==> src/rtl/fifo_pop_ctrl_if.sv <==
// fifo_pop_ctrl_if: FIFO read side plus valid/ready output handshake of the pop controller.
interface fifo_pop_ctrl_if #(parameter int DATA_W = 4);
    logic              fifo_almost_empty;
    logic [DATA_W-1:0] fifo_data;
    logic              fifo_rd_en;
    logic              out_valid;
    logic [DATA_W-1:0] out_data;
    logic              out_ready;
    modport master (
        input  fifo_almost_empty, fifo_data, out_ready,
        output fifo_rd_en, out_valid, out_data
    );
    modport slave (
        output fifo_almost_empty, fifo_data, out_ready,
        input  fifo_rd_en, out_valid, out_data
    );
endinterface

==> src/rtl/fifo_pop_ctrl.sv <==
// fifo_pop_ctrl: issues FIFO reads, absorbs the 1-cycle read latency and re-presents
// words through a 2-entry skid buffer on a valid/ready port.
module fifo_pop_ctrl #(
    parameter int DATA_W = 4,
    parameter int CNT_W  = 8
) (
    input  logic             clk,
    input  logic             rst,
    input  logic             enable,
    fifo_pop_ctrl_if.master  bus,
    output logic [CNT_W-1:0] delivered_cnt
);
    logic [1:0]        occ, occ_s, occ_nx;
    logic [2:0]        claimed;
    logic              inflight, valid, pop;
    logic [DATA_W-1:0] e0, e1;

    assign pop     = valid && bus.out_ready;
    assign occ_s   = occ - {1'b0, pop};
    assign occ_nx  = occ_s + {1'b0, inflight};
    // slots already owned by buffered or in-flight words once this cycle's pop leaves
    assign claimed = {1'b0, occ} + {2'b0, inflight} - {2'b0, pop};

    assign bus.fifo_rd_en = rst && enable && !bus.fifo_almost_empty && (claimed < 3'd2);
    assign bus.out_valid  = valid;
    assign bus.out_data   = e0;

    always_ff @(posedge clk or negedge rst) begin
        if (!rst) begin
            occ           <= '0;
            inflight      <= 1'b0;
            valid         <= 1'b0;
            e0            <= '0;
            e1            <= '0;
            delivered_cnt <= '0;
        end else begin
            occ      <= occ_nx;
            valid    <= occ_nx != 2'd0;
            inflight <= bus.fifo_rd_en;
            e0       <= (inflight && occ_s == 2'd0) ? bus.fifo_data : pop ? e1 : e0;
            e1       <= (inflight && occ_s == 2'd1) ? bus.fifo_data : e1;
            if (pop) delivered_cnt <= delivered_cnt + CNT_W'(1);
        end
    end
endmodule

==> src/flat_wrapper.sv <==
// flat-port wrapper written by rule: the top's interface ports become plain ports
module fifo_pop_ctrl_flat 
#(
    parameter int DATA_W = 4,
    parameter int CNT_W  = 8
)
  (clk, rst, enable, delivered_cnt, bus_fifo_almost_empty, bus_fifo_data, bus_out_ready, bus_fifo_rd_en, bus_out_valid, bus_out_data);
  fifo_pop_ctrl_if #(.DATA_W(DATA_W)) bus_i ();
  input  logic clk;
  input  logic rst;
  input  logic enable;
  output logic [CNT_W-1:0] delivered_cnt;
  input wire logic [$bits(bus_i.fifo_almost_empty)-1:0] bus_fifo_almost_empty;
  input wire logic [$bits(bus_i.fifo_data)-1:0] bus_fifo_data;
  input wire logic [$bits(bus_i.out_ready)-1:0] bus_out_ready;
  output wire logic [$bits(bus_i.fifo_rd_en)-1:0] bus_fifo_rd_en;
  output wire logic [$bits(bus_i.out_valid)-1:0] bus_out_valid;
  output wire logic [$bits(bus_i.out_data)-1:0] bus_out_data;
  assign bus_i.fifo_almost_empty = bus_fifo_almost_empty;
  assign bus_i.fifo_data = bus_fifo_data;
  assign bus_i.out_ready = bus_out_ready;
  assign bus_fifo_rd_en = bus_i.fifo_rd_en;
  assign bus_out_valid = bus_i.out_valid;
  assign bus_out_data = bus_i.out_data;
  fifo_pop_ctrl #(.DATA_W(DATA_W), .CNT_W(CNT_W)) u_core (.clk(clk), .rst(rst), .enable(enable), .bus(bus_i), .delivered_cnt(delivered_cnt));
endmodule
==> config.mk <==
export PLATFORM = sky130hd
export DESIGN_NAME = fifo_pop_ctrl_flat
export DESIGN_NICKNAME = d
export VERILOG_FILES = /design/src/rtl/fifo_pop_ctrl_if.sv /design/src/rtl/fifo_pop_ctrl.sv /design/src/flat_wrapper.sv
export SDC_FILE = /design/constraint.sdc
export NUM_CORES = 1
export LEC_CHECK = 0
export BUFFER_PORTS_ARGS = -buffer_cell sky130_fd_sc_hd__buf_4
export CAP_MARGIN = 20
export CELL_PAD_IN_SITES_DETAIL_PLACEMENT = 1
export CELL_PAD_IN_SITES_GLOBAL_PLACEMENT = 2
export CORE_MARGIN = 4
export CORE_UTILIZATION = 33
export DETAILED_ROUTE_END_ITERATION = 10
export PLACE_DENSITY_LB_ADDON = 0.1
export SYNTH_ARGS = -nofsm -noshare
export SYNTH_HDL_FRONTEND = slang
export SYNTH_SLANG_ARGS = --single-unit
==> constraint.sdc <==
create_clock -name clk -period 2.62 [get_ports clk]
set_clock_uncertainty 0.1 [all_clocks]
set_input_delay 0.262 -clock clk [delete_from_list [all_inputs] [get_ports clk]]
set_output_delay 0.262 -clock clk [all_outputs]
set_load 0.005 [all_outputs]
==> metrics.md <==
| Metric | Value |
|---|---|
| Clock Path Buffers | `2` |
| Synth area leader | `dfrtp_1` |
| Yosys cell types | `23` |
| Critical path class | `reg -> out` |
| Total track usage | `between 10% and 20%` |
| Nets | `112` |
| Pwr dens | `1050 mW/mm²` |
| Largest net degree at the start of global routing | `22` |
| GRT overflow | `0` |
| Synth Warn # | `0` |
| Leak | `between 0.0005 and 0.0006 µW` |
| Worst path depth | `7` |
| Post-route setup slack | `between 150 and 200 ps` |
| Max Fanout on Critical Path | `5` |
| Post-Route WL | `approximately 1800 µm` |
| Antenna violations before repair | `0` |
| Crit path time final | `roughly 2400 ps` |
| FF-to-FF End | `u_core.bus.out_data[2]` |
| Wire per inst | `about 14 µm` |
| Post-Synthesis Cells | `~70` |
| GR Util met2 | `17.1%` |
| Initial Util | `34.1%` |
| Syn Nets | `85` |
| Total of max-cap violations | `0` |
| Final cycle utilization of the critical path | `92.6%` |
| Die Wd | `just over 60 µm` |
| H-tree depth | `1` |
| Main synth FF type | `dfrtp_1` |
| Io pins | `23` |
| Area growth from synthesis to layout | `29.8%` |
| F_max | `approximately 410 MHz` |
| Buf/Inv on CP | `1` |
| Count leader, synth | `dfrtp_1` |
| Worst Tran Pin Value | `299 ps` |
| Clock Tree Root | `clkbuf_4` |
| Post-synthesis sequential area ratio | `a little over half` |
| Global-route wire length before repair | `around 3100 µm` |
| Share of flip-flops with an asynchronous set or reset | `100%` |
| TritonCTS buffer count | `3` |
| Cell-internal power | `between 800 and 900 µW` |
| Placed Area | `0.00113 mm²` |
| R2R depth | `6` |
| CP delay by family, top | `adder cells` |
| Top cells by area, synth | `dfrtp_1 54%, mux2_1 9.7%, xnor2_1 6.6%, mux2_2 4.8%, ha_1 4.0%` |
| Crit-path slowest cell | `fa_1` |
| Synth Register Bits | `20` |
| Grt peak-use layer | `met2` |
| Die ar. | `0.00374 mm²` |
| Sequential power share | `42.4%` |
| Vias in the first global route | `647` |
| DR iter-0 viols | `8` |
| Crit end category | `output port` |
| Vias | `620` |
| Grt met3 use | `under 10%` |
| Via-per-instance ratio | `a little under 5` |
| Setup tns final | `0 ps` |
| Hold Crit Endpoint | `u_core.e1[1]` |
| Post-synth top area share | `between 50% and 60%` |
| Worst path max stage delay | `500 ps` |
| Final Hold Fails | `0` |
| RSZ-0062 raised after global routing | `no` |
| Worst VDD drop | `between 0.5 and 0.6 mV` |
| Residual DRC count | `0` |
| Rel. slew slack | `about 80%` |
| Number of synthesized flops with an enable pin | `0` |
| R2R Setup Slk | `between 500 and 600 ps` |
| Fraction of layout cells with a size suffix above 1 | `a little under two fifths` |
| Net Switching | `about 400 µW` |
| Hold Crit Depth | `2` |
| Clock group share of total power | `between 15 and 20%` |
| Synthesized area per cell | `13.0 µm²` |
| Worst Hold Launch | `bus_fifo_data[1]` |
| Switching share of power | `a little under a third` |
| CTS sink count | `20` |
| CTS clk-pin slew, worst paths | `120 ps` |
| Synth top cells by count | `20 x dfrtp_1, 8 x mux2_1, 7 x nand2_1, 7 x xnor2_1` |
| # fillers | `around 290` |
| Gpl congestion | `0.702` |
| Syn Std Cell Area | `~930 µm²` |
| Post-route cell area | `~0.0012 mm²` |
| Hold slack | `a little over 70 ps` |
| CP required | `between 2000 and 2500 ps` |
| Rows | `19` |
| Comb pwr share | `a little under two fifths` |
| Crit path arrival time | `about 2000 ps` |
| Grt met1 use | `between 10% and 20%` |
| DP Wirelength | `approximately 1400 µm` |
| Die H | `just over 60 µm` |
| Final ANT Viol Nets | `0` |
| CORE AREA | `approximately 0.0027 mm²` |
| Final setup violation count | `0` |
| Crit-path cells | `a21boi_4 -> or2_1 -> nand2_1 -> fa_1 -> nand4b_1 -> nor2_1 -> buf_4` |
| Worst-Skew Late Latency | `310 ps` |
| Worst slack, placed | `around 370 ps` |
| DRT Pass-1 Iters | `4` |
| CTS tree | `yes` |
| Worst setup SP type | `flop` |
| Slew Limit Fails | `0` |
| Worst reg2reg startpoint | `u_core.bus.out_valid` |
| N_diodes | `0` |
| Hold Path Class | `in -> reg` |
| Quantity of I/O buffers inserted on ports | `22` |
| Status | `completed` |
-- cell type report --
class,count,area [µm²],share of cell area (%)
clock buffer,3,22.5,1.86
clock inverter,1,30.0,2.48
inverter,2,7.51,0.620
multi-input combinational,48,429,35.4
sequential,20,500,41.3
tap,31,38.8,3.20
timing repair buffer,24,183,15.1
-- cell families after synthesis --
logic type | Yosys count | share of synthesized area (%)
flops | 20 | 53.6
simple gates | 21 | 13.8
buf+inv | 4 | 1.74
xor+xnor | 9 | 8.45
fa+ha+maj | 4 | 6.17
compound gates | 2 | 1.74
mux | 12 | 14.5
-- routing by layer --
layer / routed length (µm) / share of wire (%)
met1: 841 / 47
met5: 0 / 0
met3: 112 / 6.2
met4: 21 / 1.2
met2: 828 / 46
-- placed cells by master (no fill, tap or decap), types with 3 or more instances in the layout --
cell type  Yosys  final
buf_4          0     23
clkbuf_4       0      3
dfrtp_1       20     20
ha_1           3      3
mux2_1         8      8
mux2_2         4      4
nand2_1        7      7
nand4_1        4      4
xnor2_1        7      7
-- stage by stage --
step | total power, µW | util, % | instances
after global placement | 995 | 41.3 | 123
after global routing | 1380 | 44.3 | 129
final | 1270 | 44.3 | 129
after detailed placement | 1020 | 41.3 | 123
after CTS | 1280 | 43.7 | 128
after floorplan | 797 | - | 72
-- state kept, by name, indices dropped and copies added (netlist names) --
name,flops
u_core.inflight,1
u_core.delivered_cnt,8
u_core.occ,2
u_core.e1,4
u_core.bus.out_valid,1
u_core.bus.out_data,4
-- power groups by stage --
stage	Clock [µW]	Combinational, µW	Sequential [µW]
after global routing	280	542	562
after floorplan	0	267	530
after detailed placement	0	471	547
after CTS	265	479	539
after global placement	0	458	537
final	252	479	539
-- how the worst max path moves through the flow --
stage / start / to / slack (ps)
after floorplan: u_core.occ[0] / u_core.bus.out_data[0] / 580
final: u_core.bus.out_valid / bus_fifo_rd_en / 190
after detailed placement: u_core.bus.out_valid / bus_fifo_rd_en / 370
after global placement: u_core.bus.out_valid / bus_fifo_rd_en / 390
after CTS: u_core.bus.out_valid / bus_fifo_rd_en / 20
after global routing: u_core.bus.out_valid / bus_fifo_rd_en / 40
-- repair_timing --
item | 4_1_cts | 5_1_grt
resized for setup | 1 | 2
cloned | 0 | 0
buffers inserted | 0 | 1
endpoints found under the hold margin | 20 | 0
hold buffers | 1 | 0
pin swaps | 0 | 1
endpoints found under the setup margin | 1 | 1
(Power assumes the default switching activity.)
